$ cat config.mk
export PLATFORM = sky130hd
export DESIGN_NAME = sum_of_squares_acc
export DESIGN_NICKNAME = d
export VERILOG_FILES = /design/src/rtl/sum_of_squares_acc.sv
export SDC_FILE = /design/constraint.sdc
export NUM_CORES = 1
export LEC_CHECK = 0
export ABC_AREA = 1
export BUFFER_PORTS_ARGS = -buffer_cell sky130_fd_sc_hd__buf_2
export CAP_MARGIN = 10
export CELL_PAD_IN_SITES_DETAIL_PLACEMENT = 2
export CELL_PAD_IN_SITES_GLOBAL_PLACEMENT = 2
export CORE_MARGIN = 2
export CORE_UTILIZATION = 32
export CTS_CLUSTER_DIAMETER = 150
export DETAILED_ROUTE_END_ITERATION = 7
export PLACE_DENSITY = 0.93
export SLEW_MARGIN = 20
export SYNTH_ARGS = -nofsm -noshare
export SYNTH_HDL_FRONTEND = slang
export SYNTH_SLANG_ARGS = --single-unit
export TNS_END_PERCENT = 50
$ cat constraint.sdc
create_clock -name clk -period 2.6 [get_ports clk]
set_input_delay 0.52 -clock clk [delete_from_list [all_inputs] [get_ports clk]]
set_output_delay 0.52 -clock clk [all_outputs]
set_load 0.01 [all_outputs]
$ cat src/rtl/sum_of_squares_acc.sv
// ---------------------------------------------------------------------------
// sum_of_squares_acc
//
// Purpose:
//   Stage that sits directly after the 3-bit squarer. It takes one 6-bit
//   square per valid/ready handshake and adds N_SAMPLES of them into a block
//   sum, which gives the energy of a block of 3-bit samples. The finished sum
//   is offered downstream through a valid/ready handshake. The block also
//   flags input words that cannot be the square of a 3-bit value, and it
//   flags any saturation of the accumulator.
//
// Parameters:
//   N_SAMPLES : squares per block, 1..255
//   ACC_W     : accumulator / result width. The result saturates at
//               2^ACC_W-1 when ACC_W is too small for the block.
//
// Ports:
//   clk        in   rising-edge clock
//   rst        in   synchronous active-high reset
//   clear      in   synchronous abort of the partial block (ignored in HOLD)
//   sq_in      in   square from the upstream squarer (0..49 when legal)
//   sq_valid   in   sq_in valid
//   sq_ready   out  a square can be accepted this cycle
//   sum_out    out  block sum, stable while sum_valid=1
//   sum_valid  out  block sum available
//   sum_ready  in   downstream takes sum_out
//   count      out  squares accepted in the current block
//   bad_sample out  sticky until rst: a non-square word was accepted
//   overflow   out  sticky for the current block: saturation occurred
// ---------------------------------------------------------------------------
module sum_of_squares_acc #(
  parameter int N_SAMPLES = 8,
  parameter int ACC_W     = 9
) (
  input  logic             clk,
  input  logic             rst,
  input  logic             clear,
  input  logic [5:0]       sq_in,
  input  logic             sq_valid,
  output logic             sq_ready,
  output logic [ACC_W-1:0] sum_out,
  output logic             sum_valid,
  input  logic             sum_ready,
  output logic [7:0]       count,
  output logic             bad_sample,
  output logic             overflow
);

  // The adder must be wide enough for both operands plus one carry bit.
  // The 6-bit input sets the floor when ACC_W is very small.
  localparam int SUM_W = ((ACC_W > 6) ? ACC_W : 6) + 1;
  localparam logic [SUM_W-1:0] SAT_MAX = SUM_W'((64'd1 << ACC_W) - 64'd1);
  localparam logic [7:0]       LAST_IDX = 8'(N_SAMPLES - 1);

  typedef enum logic {
    ST_ACCUM = 1'b0,
    ST_HOLD  = 1'b1
  } state_t;

  // -------------------------------------------------------------------------
  // State and registered outputs
  // -------------------------------------------------------------------------
  state_t           r_state;
  logic [ACC_W-1:0] r_acc;
  logic [7:0]       r_count;
  logic [ACC_W-1:0] r_sum_out;
  logic             r_sum_valid;
  logic             r_sq_ready;
  logic             r_bad_sample;
  logic             r_overflow;

  // -------------------------------------------------------------------------
  // Combinational datapath
  // -------------------------------------------------------------------------
  logic [SUM_W-1:0] w_sum;
  logic             w_sat_hit;
  logic [ACC_W-1:0] w_sat_val;
  logic [7:0]       w_legal_hit;
  logic             w_illegal;
  logic             w_accept;
  logic             w_last;

  assign w_sum     = SUM_W'(r_acc) + SUM_W'(sq_in);
  assign w_sat_hit = (w_sum > SAT_MAX);
  assign w_sat_val = w_sat_hit ? SAT_MAX[ACC_W-1:0] : w_sum[ACC_W-1:0];

  // One comparator per legal square 0,1,4,...,49. A word is illegal
  // when none of them matches.
  for (genvar gi = 0; gi < 8; gi++) begin : g_legal
    assign w_legal_hit[gi] = (sq_in == 6'(gi * gi));
  end
  assign w_illegal = ~(|w_legal_hit);

  // r_sq_ready is high only in ACCUM, so an accept implies ACCUM.
  assign w_accept = sq_valid && r_sq_ready;
  assign w_last   = (r_count == LAST_IDX);

  // -------------------------------------------------------------------------
  // Control FSM and datapath registers
  // -------------------------------------------------------------------------
  always_ff @(posedge clk) begin
    if (rst) begin
      r_state      <= ST_ACCUM;
      r_acc        <= '0;
      r_count      <= '0;
      r_sum_out    <= '0;
      r_sum_valid  <= 1'b0;
      r_sq_ready   <= 1'b1;
      r_bad_sample <= 1'b0;
      r_overflow   <= 1'b0;
    end else begin
      case (r_state)
        ST_ACCUM: begin
          if (clear) begin
            // Abort wins over a same-cycle accept. The word is dropped
            // completely, so it does not touch bad_sample either.
            r_acc      <= '0;
            r_count    <= '0;
            r_overflow <= 1'b0;
          end else if (w_accept) begin
            if (w_illegal) begin
              r_bad_sample <= 1'b1;
            end
            if (w_sat_hit) begin
              r_overflow <= 1'b1;
            end
            if (w_last) begin
              // The closing sample goes straight into the result, so the
              // sum is valid one cycle after the Nth accept.
              r_sum_out   <= w_sat_val;
              r_acc       <= '0;
              r_count     <= '0;
              r_sum_valid <= 1'b1;
              r_sq_ready  <= 1'b0;
              r_state     <= ST_HOLD;
            end else begin
              r_acc   <= w_sat_val;
              r_count <= r_count + 8'd1;
            end
          end
        end

        ST_HOLD: begin
          // The consume edge returns to ACCUM, but sq_ready comes back
          // only on the next cycle. That leaves one bubble cycle, and
          // there is no restart in the same cycle.
          if (r_sum_valid && sum_ready) begin
            r_sum_valid <= 1'b0;
            r_sq_ready  <= 1'b1;
            r_overflow  <= 1'b0;
            r_state     <= ST_ACCUM;
          end
        end

        default: begin
          r_state     <= ST_ACCUM;
          r_sum_valid <= 1'b0;
          r_sq_ready  <= 1'b1;
        end
      endcase
    end
  end

  assign sq_ready   = r_sq_ready;
  assign sum_out    = r_sum_out;
  assign sum_valid  = r_sum_valid;
  assign count      = r_count;
  assign bad_sample = r_bad_sample;
  assign overflow   = r_overflow;

endmodule

# Word level (Yosys, flattened, before mapping)

Cells that the tools add are included.

Add/sub/neg operators: 2
Order comparisons: 1
Equality and inequality tests: 14
Multiplexer cells: 26
Bitwise operators: 3
Reductions and logical operators: 10

Operator list:

| operator            | count |
|---|---|
| $mux 9              | 4 |
| $mux 8              | 3 |
| $mux 1              | 15 |
| $eq 6x5->1 const B  | 2 |
| $eq 6x6->1 const B  | 2 |
| $reduce_and 4->1    | 3 |
| $add 9x6->10        | 1 |
| $gt 10x9->1 const B | 1 |
| $add 8x1->8 const B | 1 |
| $eq 8x3->1 const B  | 1 |
| $pmux 1 s2          | 4 |
| $reduce_or 8->1     | 1 |
| $eq 6x1->1 const B  | 1 |
| $eq 6x3->1 const B  | 1 |
| $eq 6x4->1 const B  | 1 |
| $logic_not 6->1     | 1 |
| $ne 2x2->1 const B  | 3 |
| $ne 3x3->1 const B  | 2 |
| $not 1->1           | 3 |
| $reduce_and 3->1    | 1 |
| $logic_and 1x1->1   | 2 |
| $ne 2x1->1 const B  | 1 |
| $reduce_and 2->1    | 1 |
| $reduce_bool 2->1   | 1 |

Register bits after elaboration: 31
Input bits: 11
Output and inout bits: 21
Word-level logic and storage cells: 64

# Logic depth before layout (Yosys ltp)

Gate-level depths: netlist (run 1).

Depth after elaboration: 6
Gate-level depth with buffers: 10
Depth with buffers taken out: 10

# Least setup slack after synthesis (run 1)

Ideal clock, no wire load.

Path type: input -> register
Start: input sq_in[0]
End: register r_sum_out[8] (netlist: sum_out[8])
Setup time: 115 ps
Arrival time: 1697 ps
Required time: 2485 ps
Path slack: 787 ps
Cell stages on the path: 10
Cell sequence: ha_1 > fa_1 > nand2_1 > nand2_1 > nand3_1 > nand2_1 > nand2_1 > nand3_1 > o21ai_0 > inv_1

Cells in the longest elaborated chain, start to end: 3

Ends and longest elaborated chain:

| item                 | RTL line | text |
|---|---|---|
| from (decl)          | 38       | `input logic [5:0] sq_in,` |
| $add 9x6->10 *       | 83       | `assign w_sum = SUM_W'(r_acc) + SUM_W'(sq_in);` |
| $gt 10x9->1          | 84       | `assign w_sat_hit = (w_sum > SAT_MAX);` |
| $mux 9 *             | 85       | `assign w_sat_val = w_sat_hit ? SAT_MAX[ACC_W-1:0] : w_sum[ACC_W-1:0];` |
| to (signal assigned) | 130      | `r_sum_out <= w_sat_val;` |
| to (decl)            | 66       | `logic [ACC_W-1:0] r_sum_out;` |

Mark *: on every way between the ends. The rest lies on a longest branch, timed or not.
A chain may end at the register's enable or synchronous reset.

# Worst setup path after layout (run 1)

Same ends and word-level chain as after synthesis.

==> results.toml, run 1 <==
[logic_synthesis]
synthFlopType = "dfxtp_1"
seq_area_frac_synth = 0.345
yosys.area.top_type = "dfxtp_1"
synth_top_area_share = 0.345
synth_commonest_cells = "73 x nand2_1, 46 x inv_1, 31 x dfxtp_1"
yosysMostFrequentCell = "nand2_1"
post_synth_num_cell_types = 30
ys_seq_elements = 31
syn_area_um2 = 1800
avgSynthCellArea_um2 = 6.75
synth_nets = 285
synth.area.top_cells = "dfxtp_1 35%, nand2_1 15%, inv_1 9.6%"
yosysWarnings = 0
synth_edf_count = 0
syn_inst = 266
synth-async-reset-ratio = 0

[sta]
worst_pin_slew_ps = 604
finalHoldViolCount = 0
setup_viol = 0
maxSlewViolCount = 0
post-route-period-util = 0.698
fmax_mhz = 551
rsz0062_at_grt = "no"
fin_crit_ps = 1810
clock_skew_ps = 7.13
slew_headroom = 0.597
tns_ps = 0

[placement]
hpwl_um = 4250
port_buffers = 31
place_congestion = 0.767

[route]
drc = 0
wire_per_inst_um = 15.6
via_per_inst = 4.92
drt-initial-drc-count = 20
postRouteAntennaNets = 0
drt_wl_total_um = 5800
dr_total_vias = 1826
first_pass_iters = 4

[die]
core_um2 = 5470
rows = 27
die_y_um = 78.9
io_pins = 32
chipWidth_um = 78.9
dieArea_um2 = 6230
start_util = 0.328

[clocking]
htreeDepth = 2
cts-root-buf = "clkbuf_8"
post_cts_resized = 0
numClockSinks = 31
cts_tree = "done"
cts_hold_buf = 0
postCtsSetupRepairBufs = 0
cts_buffers = 5
clk_pin_slew_ps = 70
clockBufferDepth = 2
clkLatencyLatePin_ps = 290

[layout]
syn2layout_area_growth_pct = 18.1
diodes = 0
final_util = 0.388
fin_nets = 317
layout-drive-gt1-share = 0.184
fillerInstances = 701

[global_route]
grt_pass1_vias = 1968
track_usage = 0.198
grt_pass1_wl_um = 9660
antenna_found_initial = 0
grt_overflow = 0
grt_max_degree = 22

[critical_path]
critPathArrivalTime_ps = 2000
crit_slowest_cell = "fa_1"
worst-setup-path-type = "primary input to flop"
crit_top_cell = "nand2_1"
worstPathCellList = "buf_2, ha_1, fa_1, nand2_1, nand2_1, nand3_1, nand2_1, nand2_1, nand3_1, o21ai_0, inv_1"
critPathLaunchType = "primary input"
critPathMaxFanout = 4
worst_ep_required_time_ps = 2790
slowest_delay_ps = 390
critPathCaptureType = "flop"

[power]
powerDensity_nw_per_um2 = 527
leakage_nw = 1.07
peakVddDrop_v = 0.000185

[min_path]
worst_hold_path_type = "flop to flop"

[status]
status = "completed"

[job]
drv_cap = 0
==> path summary, 6_finish.rpt <==
check,startpoint,cells past startpoint,to,slack [ps]
worst max-delay path,sq_in[0],11,sum_out[8]$_SDFFE_PP0P_,790
worst min-delay path,overflow$_SDFFE_PP0P_,2,overflow$_SDFFE_PP0P_,450
worst max register to register,r_acc[0]$_SDFFE_PP0P_,10,sum_out[8]$_SDFFE_PP0P_,830
worst min register to register,overflow$_SDFFE_PP0P_,2,overflow$_SDFFE_PP0P_,450
==> metal layers <==
layer	vias up	wire length (µm)	track usage	share of wire
li1	903	-	-	-
met1	881	2550	0.231	0.44
met2	32	2960	0.364	0.51
met3	10	176	0.0352	0.030
met4	0	119	0.0621	0.021
met5	-	0	0	0
==> power breakdown <==
part / leakage (nW) / switching [mW] / internal, mW
combinational: 0.755 / 0.0805 / 0.0396
sequential: 0.251 / 0.00618 / 0.481
clock: 0.0612 / 0.200 / 0.310
==> kinds of logic after synthesis <==
kind of cell,count (synthesis),synth area share
adders and majority gates,8,0.0599
AOI/OAI and AO/OA,51,0.150
and+or+nand+nor,119,0.309
buffers and inverters,55,0.125
DFF,31,0.345
xor gates and xnor gates,2,0.00975
==> stage by stage <==
step                power (mW)  area [µm²]  setup slack, ps  hold WS, ps  instances
finish                    1.12        2120              785          449        371
global route              1.16        2120              582          478        371
CTS                       1.12        2120              761          454        371
detailed placement       0.617        2000              456          443        363
global placement         0.609        2000              568          434        363
floorplan                0.575        1800              787          448        266
==> cell usage in the layout, fill, tap and decap left out <==
| cell | count |
|---|---|
| nand2_1 | 73 |
| inv_1 | 46 |
| dfxtp_1 | 31 |
| buf_2 | 31 |
| a21oi_1 | 29 |
| nand3_1 | 20 |
| nor2_1 | 11 |
| o21ai_0 | 10 |
| o21ai_1 | 7 |
| ha_1 | 7 |
| clkbuf_8 | 6 |
| nand4_1 | 4 |
| nand3_2 | 2 |
| nor2_4 | 2 |
| inv_2 | 2 |
| nand2_4 | 2 |
| or2_2 | 2 |
| nor2_8 | 1 |
| nand2_2 | 1 |
| and3_4 | 1 |
| xor2_1 | 1 |
| xnor2_1 | 1 |
| o21ai_2 | 1 |
| o211ai_1 | 1 |
| a211oi_1 | 1 |
| a21oi_2 | 1 |
| o21a_1 | 1 |
| fa_1 | 1 |
| bufinv_16 | 1 |
| clkinv_2 | 1 |
| buf_4 | 1 |
==> sequential cells by signal, summed over array words and instances, names as in the netlist <==
name        flops
r_acc           9
sum_out         9
count           8
bad_sample      1
overflow        1
r_state         1
sq_ready        1
sum_valid       1
==> critical path, delay by kind of cell <==
family                   cells  cell delay, ps
adder cells (fa/ha/maj)      2             620
AND/OR/NAND/NOR              6             490
buffers and inverters        2             180
AO/OA/AOI/OAI                1             180
==> cell type report <==
class | count | area (µm²) | share of cell area
inverters | 48 | 180 | 0.0849
flip-flops and latches | 31 | 621 | 0.292
clock inverters | 2 | 35.0 | 0.0165
well taps | 72 | 90.1 | 0.0425
multi-input cells | 180 | 951 | 0.448
clock buffers | 6 | 82.6 | 0.0389
repair buffers | 32 | 163 | 0.0767
Power figures use the tool's default switching activity.
==> inputs of run 2 (changes only) <==
CORE_UTILIZATION = 30   (was 32)
PLACE_DENSITY = 0.89   (was 0.93)
clock period = 1.7 ns   (was 2.6 ns; I/O delays follow)
==> run 2 against run 1 <==
  * Non-clock buffer count grew 26
  * Via count grew 14%
  * Largest cell class unchanged
  * Global-route usage grew 2.7 points
  * Core utilization grew 3.4 points
  * Count of clock-buffer cells in the layout is the same
  * Clock power grew 55%
  * The flow now finishes with violations (negative setup slack)
  * Final area grew 16%
  * Combinational power grew 140%
  * Routed wire length grew 41%
==> results.toml, run 2 (synthesis gave the netlist of run 1 again) <==
[placement]
port_buffers = 31
hpwl_um = 4810
placed_cell_area_um2 = 2170
post-place-ws_ps = -267
place_congestion = 0.792

[sta]
finalHoldViolCount = 0
clock_skew_ps = 23.9
tns_ps = -4.99
setup_viol = 1
post-route-period-util = 1.00
maxSlewViolCount = 0
fin_crit_ps = 1700
setup_slack_ps = -4.99
fmax_mhz = 587
whs_ps = 405
slew_headroom = 0.732
rsz0062_at_grt = "yes"
worst_pin_slew_ps = 403

[global_route]
grt_pass1_vias = 2237
grt_overflow = 0
track_usage = 0.224
grt_pass1_wl_um = 11100
grt_max_degree = 22
antenna_found_initial = 0

[die]
die_y_um = 81.4
start_util = 0.307
io_pins = 32
rows = 28
core_um2 = 5850
dieArea_um2 = 6620
chipWidth_um = 81.4

[clocking]
cts_tree = "done"
cts_buffers = 5
clockBufferDepth = 2
cts-root-buf = "clkbuf_8"
htreeDepth = 2
clk_pin_slew_ps = 80
numClockSinks = 31
clkLatencyLatePin_ps = 300

[power]
leakage_nw = 1.21
peakVddDrop_v = 0.000376
p_total_mw = 1.83
powerDensity_nw_per_um2 = 741

[route]
first_pass_iters = 4
dr_total_vias = 2081
wire_per_inst_um = 20.5
postRouteAntennaNets = 0
drt-initial-drc-count = 50
drc = 0
via_per_inst = 5.19
drt_wl_total_um = 8200

[layout]
syn2layout_area_growth_pct = 37.3
mostFrequentLayoutCells = "67 x nand2_1, 45 x inv_1, 31 x buf_2"
fin_nets = 344
layout_commonest_cell = "nand2_1"
diodes = 0
layout-drive-gt1-share = 0.325
fillerInstances = 706
final_area_um2 = 2470

[critical_path]
worstPathCellList = "ha_4, fa_2, nand2_2, nand2_4, nand2_2, xor2_1, nand2_1, o21ai_1, inv_1"
critPathLaunchType = "flop"
crit_slowest_cell = "fa_2"
critPathMaxFanout = 3
worst_ep_required_time_ps = 1880
slowest_delay_ps = 360
worst-setup-path-type = "flop to flop"
critPathCaptureType = "flop"
crit_top_cell = "nand2_2"
critPathArrivalTime_ps = 1880

[status]
status = "finished, violations left"
violations = "negative setup slack"

[job]
drv_cap = 0

[min_path]
worst_hold_path_type = "primary input to flop"
-- run 2: cell types whose count changed in the layout (fill, tap and decap cells not counted), sizes merged --
cell,previous run,this run
buf,32,58
nand2,76,77
-- run 2: path summary, 6_finish.rpt --
check	start	endpoint	slack, ps	depth (start not counted)
setup / recovery	r_acc[0]$_SDFFE_PP0P_	sum_out[4]$_SDFFE_PP0P_	-5	9
hold / removal	clear	count[2]$_SDFFE_PP0P_	400	4
setup reg to reg	r_acc[0]$_SDFFE_PP0P_	sum_out[4]$_SDFFE_PP0P_	-5	9
hold reg to reg	overflow$_SDFFE_PP0P_	overflow$_SDFFE_PP0P_	450	2
-- run 2: power by group --
part           total, mW  switching, mW  leakage [nW]  internal (mW)
logic              0.287          0.174         0.901          0.113
registers          0.747         0.0107         0.252          0.737
clock network      0.794          0.319        0.0612          0.475
total               1.83          0.504          1.21           1.32
-- run 2: what timing repair did --
action / 4_1_cts / 5_1_grt
hold buffers: 0 / 0
hold endpoints to repair: 0 / 0
gates cloned: 1 / 0
pin swaps: 5 / 8
buffers inserted: 0 / 4
setup endpoints to repair: 10 / 17
resized for setup: 15 / 15
-- run 2: area by class of cell --
class / count / area [µm²] / share of cell area
multi-input cells: 181 / 1090 / 0.444
flip-flops and latches: 31 / 623 / 0.253
repair buffers: 58 / 358 / 0.145
inverters: 48 / 180 / 0.0730
well taps: 75 / 93.8 / 0.0380
clock buffers: 6 / 82.6 / 0.0335
clock inverters: 2 / 35.0 / 0.0142
-- run 2: metal layers --
metal / GRT usage / vias up / wire length (µm) / share of wire
met5: 0 / - / 0 / 0
met4: 0.0780 / 0 / 300 / 0.037
met3: 0.0378 / 19 / 185 / 0.023
met2: 0.434 / 45 / 4400 / 0.54
met1: 0.241 / 1057 / 3320 / 0.40
li1: - / 960 / - / -
-- run 2: worst max-delay path: cells and delay by family, from the launching register on --
| family | cells | cell delay [ps] |
|---|---|---|
| buffers and inverters | 1 | 50 |
| and+or+nand+nor | 4 | 370 |
| DFF | 1 | 330 |
| AOI/OAI and AO/OA | 1 | 160 |
| xor gates and xnor gates | 1 | 150 |
| adders and majority gates | 2 | 520 |
-- run 2: per-stage QoR --
step                utilization  std cells
global route              0.422        401
global placement          0.371        388
detailed placement        0.371        388
floorplan                     -        266
CTS                       0.404        397
finish                    0.422        401
==> inputs of run 3 (changes only) <==
--- a/config.mk
+++ b/config.mk
@@ -21,2 +21,2 @@
 export SYNTH_SLANG_ARGS = --single-unit
-export TNS_END_PERCENT = 50
+export TNS_END_PERCENT = 20
--- a/constraint.sdc
+++ b/constraint.sdc
@@ -3,2 +3,2 @@
 set_output_delay 0.34 -clock clk [all_outputs]
-set_load 0.01 [all_outputs]
+set_load 0.005 [all_outputs]
==> run 3 against run 2 <==
  * The run still ends with negative setup slack left
  * Critical path depth did not move
  * Via count shrank 0.34%
  * Register-to-register slack lost 98 ps
  * Die area unchanged
  * Core utilization shrank 0.56 points
  * Final area decreased by 1.3%
  * Worst setup slack worse by 98 ps
  * Non-clock buffer count down 2
  * Cell count is 0.50% lower
  * Sequential power is essentially flat
==> results.toml, run 3 (synthesis gave the netlist of run 1 again) <==
[power]
seq_power_share = 0.412
combPwrFrac = 0.156
swShare = 0.272
p_int_mw = 1.32
leakage_nw = 1.19
power.switching_uw = 494
power_frac_clock = 0.432
powerDensity_nw_per_um2 = 746
peakVddDrop_v = 0.000558

[clocking]
numClockSinks = 31
clockBufferDepth = 2
cts-root-buf = "clkbuf_8"
clk_pin_slew_ps = 80
cts_tree = "done"
clkLatencyLatePin_ps = 300
cts_buffers = 5
htreeDepth = 2

[critical_path]
r2r-end = "r_acc[3]$_SDFFE_PP0P_"
crit_buf_inv = 0
worst_ep_required_time_ps = 1890
reg2reg_from = "r_acc[1]$_SDFFE_PP0P_"
crit_slowest_cell = "dfxtp_1"
slowest_delay_ps = 360
critPathArrivalTime_ps = 2000
crit_top_cell = "nand2_1"
ff2ff_setup_slack_ps = -100
worstPathCellList = "ha_1, nand2_1, nor2_1, nand2_2, nand3_4, nand2_2, nand2_1, nand2_1, a21oi_1"
critPathMaxFanout = 4
critPathCaptureType = "flop"
crit_cells = 9
critPathLaunchType = "flop"
crit_family = "simple AND/OR/NAND/NOR gates"
crit_end = "r_acc[3]$_SDFFE_PP0P_"
worst-setup-path-type = "flop to flop"
cp-startpoint = "r_acc[1]$_SDFFE_PP0P_"
r2r_cells = 9

[route]
drc = 0
wire_per_inst_um = 21.4
first_pass_iters = 4
dr_total_vias = 2074
via_per_inst = 5.20
postRouteAntennaNets = 0
drt-initial-drc-count = 116
drt_wl_total_um = 8540

[layout]
layout_commonest_cell = "nand2_1"
multi_input_area_um2 = 1080
layout-drive-gt1-share = 0.302
fillerInstances = 718
syn2layout_area_growth_pct = 35.5
diodes = 0
final_area_um2 = 2430
fin_nets = 342
mostFrequentLayoutCells = "69 x nand2_1, 46 x inv_1, 31 x buf_2"
regArea_um2 = 623
final_util = 0.416

[sta]
slew_headroom = 0.736
fmax_mhz = 555
clock_skew_ps = 17.4
setup_slack_ps = -103
setup_viol = 12
rsz0062_at_grt = "yes"
maxSlewViolCount = 0
worst_pin_slew_ps = 395
finalHoldViolCount = 0
post-route-period-util = 1.06
fin_crit_ps = 1800
whs_ps = 452

[global_route]
grt_pass1_wl_um = 11100
track_usage = 0.224
grt_pass1_vias = 2237
grt_overflow = 0
antenna_found_initial = 0
grt_max_degree = 22

[min_path]
worst_hold_path_type = "primary input to flop"

[placement]
placed_cell_area_um2 = 2170
hpwl_um = 4810
place_congestion = 0.792
port_buffers = 31

[status]
status = "finished, violations left"
violations = "negative setup slack"

[die]
io_pins = 32
die_y_um = 81.4
start_util = 0.307
dieArea_um2 = 6620
rows = 28
chipWidth_um = 81.4
core_um2 = 5850

[job]
drv_cap = 0
-- run 3: layer usage --
metal,up-vias,GRT usage,share of wire
li1,953,-,-
met1,1032,0.241,0.41
met2,64,0.434,0.53
met3,25,0.0378,0.031
met4,0,0.0780,0.029
met5,-,0,0
-- run 3: how the worst min path moves through the flow --
stage	from	endpoint	slack [ps]	depth (start not counted)
CTS	sum_ready	r_state$_SDFF_PP0_	410	4
floorplan	overflow$_SDFFE_PP0P_	overflow$_SDFFE_PP0P_	440	2
global route	sum_ready	r_state$_SDFF_PP0_	440	4
global placement	overflow$_SDFFE_PP0P_	overflow$_SDFFE_PP0P_	440	2
detailed placement	overflow$_SDFFE_PP0P_	overflow$_SDFFE_PP0P_	440	2
finish	sum_ready	r_state$_SDFF_PP0_	450	4
-- run 3: what timing repair did --
action,CTS,global route
hold buffers,0,0
pin swaps,5,6
resized for setup,15,9
setup endpoints to repair,10,17
setup buffers,0,2
cloned,1,0
-- run 3: cell type report --
type / instances / area share
clock inverters: 2 / 0.0144
inverters: 48 / 0.0740
multi-input cells: 181 / 0.442
well taps: 75 / 0.0385
flip-flops and latches: 31 / 0.256
clock buffers: 6 / 0.0339
repair buffers: 56 / 0.141
-- run 3: metrics by stage --
step	power (mW)	worst slack [ps]	setup TNS [ps]	std cells
after global placement	0.968	-149	-645	388
after floorplan	0.879	67.5	0	266
after CTS	1.77	-5.29	-5.29	397
after global routing	1.89	-224	-1870	399
after detailed placement	0.985	-267	-2140	388
final	1.82	-103	-389	399
-- run 3: power groups by stage --
| stage | sequential, mW | combinational (mW) | clock [mW] |
|---|---|---|---|
| after CTS | 0.745 | 0.246 | 0.779 |
| final | 0.749 | 0.284 | 0.785 |
| after floorplan | 0.760 | 0.119 | 0 |
| after detailed placement | 0.761 | 0.224 | 0 |
| after global placement | 0.760 | 0.208 | 0 |
| after global routing | 0.749 | 0.306 | 0.839 |
-- run 3: tightest hold or removal path, stage by stage --
cell	delay [ps]
buf_2	80
nand2_1	70
nand2_1	110
a21oi_1	90
